File: config.mk
export PLATFORM = sky130hd
export DESIGN_NAME = jk_bank_sequencer
export DESIGN_NICKNAME = d
export VERILOG_FILES = /design/src/rtl/jk_bank_sequencer.sv
export SDC_FILE = /design/constraint.sdc
export NUM_CORES = 1
export LEC_CHECK = 0
export ABC_AREA = 1
export ABC_CLOCK_PERIOD_IN_PS = 1750
export BUFFER_PORTS_ARGS = -buffer_cell sky130_fd_sc_hd__buf_2
export CORE_MARGIN = 10
export CORE_UTILIZATION = 45
export DETAILED_ROUTE_END_ITERATION = 6
export GPL_TIMING_DRIVEN = 0
export PLACE_DENSITY = 0.74
export SETUP_SLACK_MARGIN = 0.2
export SLEW_MARGIN = 15
export SYNTH_ARGS = -nofsm -noshare
export SYNTH_HDL_FRONTEND = slang
export SYNTH_SLANG_ARGS = --single-unit
export TNS_END_PERCENT = 100
File: constraint.sdc
create_clock -name clk -period 1.75 [get_ports clk]
set_clock_uncertainty 0.15 [all_clocks]
set_input_delay 0.0875 -clock clk [delete_from_list [all_inputs] [get_ports clk]]
set_output_delay 0.0875 -clock clk [all_outputs]
set_load 0.02 [all_outputs]
File: src/rtl/jk_bank_sequencer.sv


module jk_bank_sequencer #(
  parameter int WIDTH = 8,
  parameter int CNT_W = 4,
  parameter int ERR_W = 8
) (
  input  logic             clk,
  input  logic             reset,
  input  logic             cmd_valid,
  output logic             cmd_ready,
  input  logic [1:0]       cmd_op,
  input  logic [WIDTH-1:0] cmd_mask,
  input  logic [CNT_W-1:0] cmd_count,
  output logic [WIDTH-1:0] jk_j,
  output logic [WIDTH-1:0] jk_k,
  input  logic [WIDTH-1:0] bank_q,
  output logic             done,
  output logic             mismatch,
  output logic [WIDTH-1:0] q_snap,
  output logic [ERR_W-1:0] err_count
);

  typedef enum logic [1:0] {
    IDLE  = 2'd0,
    APPLY = 2'd1,
    CHECK = 2'd2
  } state_t;

  localparam logic [1:0] OP_CLEAR  = 2'b01;
  localparam logic [1:0] OP_SET    = 2'b10;
  localparam logic [1:0] OP_TOGGLE = 2'b11;

  state_t           state;
  state_t           state_nxt;
  logic [1:0]       op_r;
  logic [WIDTH-1:0] mask_r;
  logic [CNT_W-1:0] cnt;
  logic [WIDTH-1:0] shadow;
  logic [WIDTH-1:0] shadow_nxt;
  logic             accept;
  logic             last_edge;
  logic             diff;

  assign accept    = cmd_valid && cmd_ready;
  assign last_edge = (state == APPLY) && (cnt == CNT_W'(1));
  assign diff      = (bank_q != shadow);

  // State register.
  always_ff @(posedge clk or negedge reset) begin
    if (!reset) state <= IDLE;
    else        state <= state_nxt;
  end

  // Next-state decode.
  always_comb begin
    state_nxt = state;
    unique case (state)
      IDLE:    if (accept)    state_nxt = APPLY;
      APPLY:   if (last_edge) state_nxt = CHECK;
      CHECK:   state_nxt = IDLE;
      default: state_nxt = IDLE;
    endcase
  end

  // Output decode: ready purely from state, so it also reads 1 during reset.
  always_comb begin
    cmd_ready = (state == IDLE);
  end

  // Latch the accepted command for the shadow model.
  always_ff @(posedge clk or negedge reset) begin
    if (!reset) begin
      op_r   <= '0;
      mask_r <= '0;
    end else if (accept) begin
      op_r   <= cmd_op;
      mask_r <= cmd_mask;
    end
  end

  // Remaining-edge counter; a requested count of 0 behaves as 1.
  always_ff @(posedge clk or negedge reset) begin
    if (!reset) begin
      cnt <= '0;
    end else if (accept) begin
      cnt <= (cmd_count == '0) ? CNT_W'(1) : cmd_count;
    end else if (state == APPLY) begin
      cnt <= cnt - CNT_W'(1);
    end
  end

  // Registered j/k drive: loaded on accept, held through APPLY, zero elsewhere.
  // Clearing on the last APPLY edge means the bank sees exactly cnt active edges.
  always_ff @(posedge clk or negedge reset) begin
    if (!reset) begin
      jk_j <= '0;
      jk_k <= '0;
    end else if (accept) begin
      jk_j <= cmd_op[1] ? cmd_mask : '0;
      jk_k <= cmd_op[0] ? cmd_mask : '0;
    end else if ((state != APPLY) || last_edge) begin
      jk_j <= '0;
      jk_k <= '0;
    end
  end

  // Shadow next value with the same JK semantics on masked bits.
  always_comb begin
    shadow_nxt = shadow;
    unique case (op_r)
      OP_CLEAR:  shadow_nxt = shadow & ~mask_r;
      OP_SET:    shadow_nxt = shadow | mask_r;
      OP_TOGGLE: shadow_nxt = shadow ^ mask_r;
      default:   shadow_nxt = shadow;
    endcase
  end

  // Shadow advances on every edge the bank is driven.
  always_ff @(posedge clk or negedge reset) begin
    if (!reset)               shadow <= '0;
    else if (state == APPLY)  shadow <= shadow_nxt;
  end

  // Result capture at the CHECK closing edge; mismatch/q_snap hold until next done.
  always_ff @(posedge clk or negedge reset) begin
    if (!reset) begin
      done      <= 1'b0;
      mismatch  <= 1'b0;
      q_snap    <= '0;
      err_count <= '0;
    end else begin
      done <= (state == CHECK);
      if (state == CHECK) begin
        mismatch <= diff;
        q_snap   <= bank_q;
        if (diff && (err_count != '1)) err_count <= err_count + ERR_W'(1);
      end
    end
  end

endmodule
After elaboration in Yosys (flattened, before gate mapping)
Cells that the tools add are included.
Cells by class
  div/mod/pow operators: 0
  add/sub/neg operators: 2
  multipliers: 0
  $lt $le $gt $ge: 0
  equality and inequality tests: 11
  mux-type cells: 12
  bitwise logic cells: 4
  shifts and indexed selects: 0
  reduce and logical (&&, ||, !) cells: 12
Operators by type and width (count)
  $mux W8: 5
  $pmux W8 S3: 1
  $mux W4: 3
  $add A8 B1 Y8 const B: 1
  $and A8 B8 Y8: 1
  $ne A8 B8 Y1: 1
  $ne A8 B8 Y1 const B: 1
  $not A8 Y8: 1
  $or A8 B8 Y8: 1
  $xor A8 B8 Y8: 1
  $eq A2 B2 Y1 const B: 3
  $reduce_and A2 Y1: 3
  $eq A2 B1 Y1 const B: 2
  $eq A4 B1 Y1 const B: 1
  $logic_not A4 Y1: 1
  $mux W2: 2
  $ne A2 B1 Y1 const B: 2
  $pmux W2 S2: 1
  $reduce_bool A2 Y1: 2
  $sub A4 B1 Y4 const B: 1
  $logic_and A1 B1 Y1: 3
  $reduce_bool A3 Y1: 1
  $logic_not A2 Y1: 1
  $ne A2 B2 Y1 const B: 1
  $logic_or A1 B1 Y1: 1
Storage, ports and cells
  input bits: 25
  output and inout port bits: 35
  logic and storage cells: 52
  memories kept: 0
  memory bits (read-only): 0
  register bits: 58
  bits in latches: 0
  RAM bits: 0

Logic depth before layout (Yosys ltp)
Gate-level depths: netlist of the first run.
  word-level depth: 5
  mapped depth: 9

Worst setup path before layout of the first run
OpenSTA, ideal clock, no wires.
  kind: register to register
  start point: register err_count[1]
  end point: register err_count[7]
  data arrival time: 1.317 ns
  library setup time: 0.066 ns
  cell stages (with the launch flop): 8
  setup slack: 0.218 ns
  data required time: 1.534 ns
  period minus slack after synthesis: 1.532 ns
  buffers on the path: 0
  path through: dfrtp_1 -> ha_1 -> nand3_2 -> nor2_4 -> nand3_4 -> nand3_2 -> nand2_1 -> nand2_1
Between the ends
  word-level cells in the longest chain between the ends: 3
  elaborated cells on any way between the ends: 4
Ends and longest elaborated chain
  from (decl): line 21  | output logic [ERR_W-1:0] err_count
  from (signal assigned): line 137  | if (diff && (err_count != '1)) err_count <= err_count + ERR_W'(1);
  parallel branches: the longest is 3 deep, another holds $add A8 B1 Y8
Several ways; the timed one is not identified.
A chain may end at the register's enable or synchronous reset.

Worst setup path after layout of the first run
  start point: register err_count[1]
  end point: register err_count[3]
Same word-level chain as after synthesis.

==> results of run 1 <==
[cells in the final DEF, fill, tap and decap left out, types with 3 or more instances in the layout]
| cell type | synthesis | final |
|---|---|---|
| buf_2 | 7 | 64 |
| buf_4 | 2 | 9 |
| clkbuf_8 | 0 | 12 |
| dfrtp_1 | 58 | 58 |
| dlygate4sd3_1 | 0 | 24 |
| ha_1 | 19 | 18 |
| inv_1 | 35 | 34 |
| inv_2 | 10 | 11 |
| nand2_1 | 92 | 92 |
| nand2_2 | 4 | 5 |
| nand3_1 | 28 | 27 |
| nand3_4 | 1 | 4 |
| nand4_1 | 9 | 9 |
| nor2_1 | 6 | 4 |
| nor2_2 | 2 | 4 |
| o211ai_1 | 8 | 8 |
| o21ai_0 | 17 | 17 |
| o21ai_1 | 16 | 16 |
| o31ai_1 | 8 | 8 |
| xnor2_1 | 3 | 3 |
| xor2_1 | 5 | 5 |
[through the flow]
step / power [mW] / instance area (um^2) / hold WS (ns) / setup slack [ns]
6_report: 6.16 / 3950 / 0.198 / 0.270
5_1_grt: 6.64 / 3950 / 0.272 / 0.195
4_1_cts: 6.09 / 3870 / 0.224 / 0.201
3_5_place_dp: 4.76 / 3420 / 0.0505 / 0.145
3_3_place_gp: 4.63 / 3410 / 0.173 / 0.172
2_1_floorplan: 3.97 / 3020 / -0.358 / 0.218
[registers in the layout, summed over array words and instances, names as in the netlist]
signal	count
state	2
jk_j	8
cnt	4
done	1
q_snap	8
jk_k	8
shadow	8
mask_r	8
op_r	2
err_count	8
mismatch	1
[worst paths after layout]
path | from | end | cells past startpoint
setup / recovery | err_count[1] | err_count[3] | 7
hold / removal | reset | q_snap[2] | 2
setup reg to reg | err_count[1] | err_count[3] | 7
hold reg to reg | q_snap[6] | q_snap[6] | 2
max in group asynchronous | reset | cnt[3] | 2
min in group clk | q_snap[6] | q_snap[6] | 2
[critical path, cell delays in order (launching register included)]
cell	delay (ns)
dfrtp_1	0.37
ha_2	0.21
nand3_4	0.09
nor2_4	0.20
nand3_4	0.13
nand3_4	0.13
nand2_1	0.08
nand2_1	0.06
[layout make-up]
cell class	instances	area [um^2]	area share (%)
Buffer	11	75.1	1.90
Clock buffer	13	169	4.27
Clock inverter	2	35.0	0.886
Inverter	46	173	4.37
Multi-Input combinational cell	232	1380	34.9
Sequential cell	58	1450	36.7
Tap cell	77	96.3	2.44
Timing Repair Buffer	88	576	14.6
[cells by family (layout without fill, tap and decap cells)]
family	Yosys count	in the layout	share of synthesized area, %
flops	58	58	48.0
simple gates	149	151	22.7
fa+ha+maj	19	19	7.86
xor+xnor	8	8	2.32
buf+inv	57	160	8.11
compound gates	54	54	11.0
[metal layers]
layer  up-vias  global-route usage, %
met5         -                      0
li1       1341                      -
met2        81                   23.8
met3         9                   7.15
met1      1256                   16.8
met4         0                   4.56
[power by group]
group / leakage, nW / switching [mW] / total (mW) / internal (mW)
combinational: 1.18 / 1.72 / 2.76 / 1.03
sequential: 0.745 / 0.303 / 2.13 / 1.83
clock: 0.106 / 0.507 / 1.27 / 0.764
total: 2.03 / 2.53 / 6.16 / 3.63
[what timing repair did]
item,4_1_cts,5_1_grt
pin swaps,0,6
setup endpoints to repair,17,19
cloned,0,2
endpoints found under the hold margin,96,0
hold buffers,24,0
resized for setup,2,9
setup buffers,0,5
==> results by group, run 1 <==
Run status
  – Status: completed

STA
  – Pins Over Slew Limit: 0
  – Unrepaired setup endpoints after global routing: no
  – Setup_tns: 0 ns
  – FMAX: 676 MHz
  – Fin. Hold Viols: 0
  – Period Utilization, post-route: 84.5%
  – Slew @ Worst Pin: 0.724 ns
  – Setup-failing EPs final: 0
  – Max transition margin: 51.7%
  – Final min period: 1.48 ns

Route
  – Met2 wire length: 3500 um
  – Drt first pass iters: 4
  – Antenna Nets Post-Route: 0
  – Number of vias per cell: 5.10
  – Met1 wire length: 3190 um
  – WL final: 7420 um
  – # DRC: 0
  – WL met3: 658 um
  – Detailed Route Iter0 Violations: 83
  – WL/cell: 14.1 um
  – Via Count: 2,687
  – Uppermost layer routed: met4

Yosys
  – Mapped Area: 0.00302 mm^2
  – Register area share after synthesis: 48.0%
  – Area leader, netlist: dfrtp_1
  – Top_reg_cell synth: dfrtp_1
  – Yosys warns: 0
  – Post-synth EDFFs: 0
  – Commonest cells post-synth: 92 x nand2_1, 58 x dfrtp_1, 35 x inv_1, 28 x nand3_1, 19 x ha_1
  – Net count after synthesis: 389
  – Synthesized instance count: 345
  – Yosys top cell area share: 48.0%
  – Largest cells by area after synthesis: dfrtp_1 48%, nand2_1 11%, ha_1 7.9%
  – Asr flop ratio synth: 100%
  – Post-synthesis cell type count: 30
  – Average size of a mapped cell: 8.76 um^2
  – Yosys reg bits: 58
  – Count leader, synth: nand2_1

Floorplan
  – Core Region: 0.00642 mm^2
  – # rows: 29
  – DIE HEIGHT: 102 um
  – Overall die area: 0.0104 mm^2
  – Ports: 60
  – Die width: 102 um
  – Starting Density: 47.1%

Global routing
  – Grt ovf: 0
  – Vias in the first global route: 2,697
  – Overall Global Routing Usage: 14.7%
  – Initial antenna violation count: 0
  – Largest net degree at the start of global routing: 59
  – First-pass GRT wire length: 12,400 um

Setup path
  – CP Capture Type: register
  – Worst EP required: 1.88 ns
  – Crit start category: register
  – Crit-path max FO: 8
  – Worst path arrival time: 1.61 ns
  – WS Path Type: register to register
  – R2r setup slk: 0.27 ns

Power and ir drop
  – VDD IR max: 0.931 mV
  – Pleak: 2.03 nW
  – Power Density: 1560 mW/mm^2

Clocking
  – CTS root buf: clkbuf_8
  – Htree depth: 3
  – Clock Latency Late Sink: 0.34 ns
  – Maximum clock insertion buffer count: 2
  – CTS clk-pin slew, worst paths: 0.06 ns
  – TritonCTS buffer count: 9
  – CTS tree: yes
  – CTS sink count: 58

Final layout
  – Final nets: 490
  – Finished Core Util: 61.5%
  – Antenna diodes: 0
  – Post-Layout Cell Count: 527
  – FILL cells: 555
  – Share of cells above drive strength 1: 26.7%
  – P&R area growth vs syn: 30.8%

Placement
  – Number of I/O port buffers: 59
  – RePlAce Congestion: 0.791
  – Dpl cells: 481
  – Dpl hpwl: 5170 um

Hold path
  – HP Class: input port to asynchronous set/reset pin

Run
  – Max_cap viols: 0
Note: power is estimated with default switching activity, not from simulation.
==> run 2: changes to the inputs <==
- ABC_CLOCK_PERIOD_IN_PS: 1750 -> 1440
- clock period: 1.75 -> 1.44 ns (I/O delays scaled with it)
==> run 2 against run 1 <==
Compared with the run above:
- fmax fell by 2.1%
- critical path depth did not move
- clock power rose by 47%
- via count rose by 14%
- utilization rose by 18 points
- cell area rose by 29%
- the flow now finishes with violations (negative setup slack)
- final cell count rose by 7.2%
==> results by group, run 2 (synthesized netlist as in run 1, its figures left out) <==
Route
  – Drt first pass iters: 6 (+2)
  – # DRC: 0 (unchanged)
  – WL/cell: 18.7 um (+33%)
  – Antenna Nets Post-Route: 0 (unchanged)
  – Via Count: 3,071 (+14%)
  – Number of vias per cell: 5.44 (+6.6%)
  – Detailed Route Iter0 Violations: 120 (+45%)
  – WL final: 10,600 um (+43%)

Placement
  – RePlAce Congestion: 0.765 (-3.4%)
  – Dpl cell area: 0.00350 mm^2 (+2.4%)
  – Pre-CTS WS: -0.0878 ns (-0.233 ns)
  – Dpl hpwl: 5290 um (+2.2%)
  – Number of I/O port buffers: 59 (unchanged)

Hold path
  – Hold Path Depth: 4
  – HP Class: input port to register
  – Hold EP: jk_k[0]
  – Hold wc startpoint: cmd_valid

Global routing
  – Vias in the first global route: 3,107 (+15%)
  – First-pass GRT wire length: 15,100 um (+22%)
  – Overall Global Routing Usage: 18.1% (+3.4 points)
  – Initial antenna violation count: 0 (unchanged)
  – Largest net degree at the start of global routing: 59 (unchanged)
  – Grt ovf: 0 (unchanged)

Setup path
  – WS Path Type: register to register
  – Worst EP required: 1.57 ns (-0.31 ns)
  – R2r setup slk: -0.07 ns (-0.34 ns)
  – Crit start category: register
  – R2R Path Start: err_count[0]
  – Worst path arrival time: 1.64 ns (+0.03 ns)
  – CP max stage delay: 0.41 ns (+0.04 ns)
  – Slowest-stage cell, CP: dfrtp_2
  – Crit-path max FO: 8 (unchanged)
  – CP Capture Type: register
  – RR Endpoint: err_count[0]
  – Cells along the critical path: ha_4 -> nand3_4 -> nor2_4 -> nand3_4 -> nand3_4 -> nand2_1 -> nand2_1
  – CP most frequent cell: nand3_4
  – Reg2reg path depth: 7 (unchanged)

Power and ir drop
  – Pleak: 2.44 nW (+20%)
  – Power Density: 2060 mW/mm^2 (+32%)
  – Total power: 10.5 mW (+70%)
  – VDD IR max: 1.20 mV (+28%)

Final layout
  – Post-route cell area: 0.00510 mm^2 (+29%)
  – Finished Core Util: 79.4% (+18 points)
  – FILL cells: 375 (-32%)
  – Most frequent cells in the layout: 60 x nand2_1, 57 x buf_2, 52 x dfrtp_1, 31 x inv_1, 28 x nand2_2
  – Final nets: 527 (+7.6%)
  – P&R area growth vs syn: 68.7%
  – Share of cells above drive strength 1: 53.3% (+27 points)
  – Antenna diodes: 0 (unchanged)
  – Commonest non-fill, non-tap cell in the layout: nand2_1

STA
  – FMAX: 661 MHz (-2.1%)
  – Final worst slack: -0.0718 ns (-0.342 ns)
  – Fin. Hold Viols: 0 (unchanged)
  – Slew @ Worst Pin: 0.755 ns (+0.0317 ns)
  – Pins Over Slew Limit: 0 (unchanged)
  – Unrepaired setup endpoints after global routing: yes
  – Setup-failing EPs final: 11 (+11)
  – Final min period: 1.51 ns (+0.0322 ns)
  – Max transition margin: 49.6% (-2.1 points)
  – WHS: 0.0432 ns (-0.155 ns)
  – Period Utilization, post-route: 105% (+20 points)

Floorplan
  – Overall die area: 0.0104 mm^2 (unchanged)
  – Die width: 102 um (unchanged)
  – Core Region: 0.00642 mm^2 (unchanged)
  – # rows: 29 (unchanged)
  – Ports: 60 (unchanged)
  – DIE HEIGHT: 102 um (unchanged)
  – Starting Density: 47.1% (unchanged)

Clocking
  – Htree depth: 3 (unchanged)
  – CTS root buf: clkbuf_8
  – TritonCTS buffer count: 9 (unchanged)
  – Clock Latency Late Sink: 0.35 ns (about the same)
  – CTS sink count: 58 (unchanged)
  – CTS tree: yes
  – CTS clk-pin slew, worst paths: 0.07 ns (about the same)
  – Maximum clock insertion buffer count: 2 (unchanged)

Run status
  – Failing checks: negative setup slack
  – Status: finished with violations

Run
  – Max_cap viols: 0 (unchanged)
==> run 2: cell count changes in the layout (fill, tap and decap cells not counted), sizes merged <==
cell,delta
buf,+37
bufinv,+2
clkbuf,-3
clkinv,+4
dlygate4sd3,-2
inv,-1
nand2,+1
==> run 2: worst max path at each step <==
stage	startpoint	endpoint	cells after the start
6_report	err_count[0]	err_count[0]	7
3_3_place_gp	reset	state[0]	1
4_1_cts	shadow[5]	err_count[0]	7
5_1_grt	err_count[0]	err_count[1]	7
2_1_floorplan	err_count[1]	err_count[3]	7
3_5_place_dp	shadow[3]	err_count[5]	9
==> run 2: what timing repair did <==
action / CTS / global route
cloned: 8 / 2
endpoints found under the setup margin: 58 / 60
resized for setup: 93 / 84
hold endpoints to repair: 95 / 1
buffers inserted: 25 / 11
pin swaps: 25 / 23
hold buffers: 21 / 1
==> run 2: critical path, delay by kind of cell (launching register included) <==
kind | cells | cell delay [ns]
AND/OR/NAND/NOR | 6 | 0.70
adder cells (fa/ha/maj) | 1 | 0.16
flip-flops | 1 | 0.41
==> run 2: layout make-up <==
| cell class | count | area (um^2) | share of cell area, % |
|---|---|---|---|
| Inverter | 46 | 205 | 4.02 |
| Clock buffer | 9 | 124 | 2.43 |
| Clock inverter | 7 | 118 | 2.31 |
| Timing Repair Buffer | 124 | 1020 | 20.0 |
| Multi-Input combinational cell | 233 | 1950 | 38.3 |
| Tap cell | 77 | 96.3 | 1.89 |
| Buffer | 11 | 125 | 2.45 |
| Sequential cell | 58 | 1460 | 28.6 |
==> run 2: routing by layer <==
layer | wire (um) | track usage, %
met4 | 336 | 5.10
met2 | 5500 | 31.9
met1 | 4090 | 20.3
met5 | 0 | 0
met3 | 651 | 6.07
==> run 2: power breakdown <==
group	total (mW)	internal, mW	switching (mW)
Sequential	2.72	2.23	0.488
Clock	1.87	1.15	0.721
Combinational	5.90	2.66	3.24
Total	10.5	6.04	4.45
==> run 2: through the flow <==
stage / cells / setup TNS [ns]
6_report: 565 / -0.419
3_3_place_gp: 481 / -0.593
2_1_floorplan: 345 / 0
3_5_place_dp: 481 / -0.562
5_1_grt: 565 / -1.37
4_1_cts: 551 / 0
==> run 3: changes to the inputs <==
- CORE_UTILIZATION: 45 -> 25
- PLACE_DENSITY: 0.74 -> 0.49
==> run 3 against run 2 <==
Compared with the run above:
- the run still ends with negative setup slack left
- register-to-register slack better by 0.07 ns
- via count decreased by 7.4%
- largest cell class unchanged
- worst hold slack worse by 0.040 ns
- total power down 1.6%
- fmax is 4.9% higher
- die area grew 62%
- worst setup slack better by 0.070 ns
- utilization decreased by 36 points
==> results by group, run 3 (synthesized netlist as in run 1, its figures left out) <==
Route
  – WL final: 9260 um (-12%)
  – Met2 wire length: 4310 um (-22%)
  – WL/cell: 14.5 um (-23%)
  – Detailed Route Iter0 Violations: 109 (-9.2%)
  – Uppermost layer routed: met4
  – Antenna Nets Post-Route: 0 (unchanged)
  – Met1 wire length: 4350 um (+6.2%)
  – Drt first pass iters: 4 (-2)
  – # DRC: 0 (unchanged)
  – WL met3: 552 um (-15%)
  – Via Count: 2,845 (-7.4%)
  – Number of vias per cell: 4.45 (-18%)

Floorplan
  – Die width: 130 um (+27%)
  – Overall die area: 0.0169 mm^2 (+62%)
  – Core Region: 0.0119 mm^2 (+85%)
  – Ports: 60 (unchanged)
  – Starting Density: 25.4% (-22 points)
  – # rows: 40 (+38%)
  – DIE HEIGHT: 130 um (+27%)

Clocking
  – CTS sink count: 58 (unchanged)
  – Maximum clock insertion buffer count: 2 (unchanged)
  – Clock Latency Late Sink: 0.32 ns (-0.03 ns)
  – Htree depth: 3 (unchanged)
  – CTS root buf: clkbuf_16
  – CTS clk-pin slew, worst paths: 0.05 ns (-0.02 ns)
  – TritonCTS buffer count: 9 (unchanged)
  – CTS tree: yes

Global routing
  – Largest net degree at the start of global routing: 45 (-24%)
  – Grt ovf: 0 (unchanged)
  – First-pass GRT wire length: 15,000 um (-0.91%)
  – Initial antenna violation count: 0 (unchanged)
  – Overall Global Routing Usage: 11.0% (-7.1 points)
  – Vias in the first global route: 3,028 (-2.5%)

STA
  – Setup-failing EPs final: 1 (-10)
  – Final worst slack: -0.00156 ns (+0.0702 ns)
  – Setup_tns: -0.00156 ns (+0.418 ns)
  – Max transition margin: 57.5% (+7.9 points)
  – Slew @ Worst Pin: 0.633 ns (-0.122 ns)
  – FMAX: 694 MHz (+4.9%)
  – Pins Over Slew Limit: 0 (unchanged)
  – Fin. Hold Viols: 0 (unchanged)
  – Unrepaired setup endpoints after global routing: yes
  – Final min period: 1.44 ns (-0.0702 ns)
  – Period Utilization, post-route: 100% (-4.9 points)

Power and ir drop
  – Power Density: 2000 mW/mm^2 (-2.9%)
  – Total power: 10.3 mW (-1.6%)
  – VDD IR max: 1.01 mV (-16%)
  – Pleak: 2.47 nW (+1.3%)

Setup path
  – Crit start category: register
  – RR Endpoint: err_count[5]
  – Crit-path max FO: 6 (-2)
  – Worst path arrival time: 1.51 ns (-0.13 ns)
  – R2R Path Start: shadow[4]
  – CP Capture Type: register
  – WS Path Type: register to register
  – Reg2reg path depth: 7 (unchanged)
  – R2r setup slk: -0.002 ns (+0.07 ns)
  – Worst EP required: 1.51 ns (-0.06 ns)

Placement
  – RePlAce Congestion: 0.730 (-4.5%)
  – Number of I/O port buffers: 59 (unchanged)
  – Pre-CTS WS: -0.119 ns (-0.0312 ns)
  – Dpl hpwl: 5700 um (+7.8%)

Final layout
  – FILL cells: 1,128 (+200%)
  – Most frequent cells in the layout: 67 x nand2_1, 57 x buf_2, 51 x dfrtp_1, 30 x inv_1, 30 x buf_4
  – Share of cells above drive strength 1: 50.4% (-2.9 points)
  – Commonest non-fill, non-tap cell in the layout: nand2_1
  – Multi-input gate area: 0.00188 mm^2 (-4.0%)
  – Final nets: 531 (+0.76%)
  – Register area: 0.00146 mm^2 (about the same)
  – P&R area growth vs syn: 70.9%
  – Finished Core Util: 43.4% (-36 points)
  – Antenna diodes: 0 (unchanged)

Hold path
  – HP Class: input port to asynchronous set/reset pin

Run
  – Max_cap viols: 0 (unchanged)

Run status
  – Failing checks: negative setup slack
  – Status: finished with violations
[run 3: changes by cell type in the layout (fill, tap and decap cells not counted), moves of 3 or more]
cell	previous run	this run
buf_4	20	30
nand3_1	11	20
clkbuf_16	1	9
nand3_2	16	5
clkbuf_8	9	2
buf_8	5	2
inv_4	4	1
nand2_2	28	20
nand2_1	60	67
inv_2	7	12
[run 3: metrics by stage]
| stage | hold WS [ns] | std cells | area, um^2 |
|---|---|---|---|
| 6_report | 0.00327 | 639 | 5170 |
| 5_1_grt | 0.0378 | 639 | 5170 |
| 4_1_cts | -0.00290 | 623 | 4780 |
| 3_5_place_dp | -0.198 | 552 | 3610 |
| 3_3_place_gp | 0.164 | 551 | 3580 |
| 2_1_floorplan | -0.374 | 345 | 3110 |
[run 3: cell type report]
class | count | area share (%)
tap | 147 | 3.56
multi-input combinational | 232 | 36.3
clock buffer | 11 | 4.89
clock inverter | 5 | 1.02
inverter | 46 | 3.80
sequential | 58 | 28.3
buffer | 11 | 2.40
timing repair buffer | 129 | 19.8
[run 3: worst max path at each step]
stage | from | endpoint | cells past startpoint
6_report | shadow[4] | err_count[5] | 7
5_1_grt | shadow[7] | err_count[0] | 9
4_1_cts | err_count[0] | err_count[0] | 7
3_5_place_dp | shadow[0] | err_count[0] | 9
3_3_place_gp | reset | state[0] | 1
2_1_floorplan | err_count[1] | err_count[3] | 7
[run 3: where the power goes]
part / internal (mW) / total [mW] / switching, mW
clock: 1.42 / 2.18 / 0.760
combinational: 2.50 / 5.42 / 2.92
sequential: 2.24 / 2.72 / 0.474
[run 3: metal layers]
layer | vias up | global-route usage (%)
met5 | - | 0
met4 | 0 | 2.58
met3 | 5 | 4.26
met2 | 67 | 17.6
met1 | 1336 | 13.7
li1 | 1437 | -
[run 3: what timing repair did]
item / CTS / global route
pin swaps: 16 / 17
setup buffers: 25 / 16
resized for setup: 84 / 64
hold endpoints to repair: 95 / 0
gates cloned: 8 / 0
hold buffers: 22 / 0
endpoints found under the setup margin: 57 / 60
[run 3: critical path, stage by stage (launching register included)]
cell	delay [ns]
dfrtp_1	0.42
xnor2_1	0.19
nand2_1	0.09
nor2_2	0.13
nand2_4	0.09
buf_6	0.14
nand4_1	0.07
nand2_2	0.05
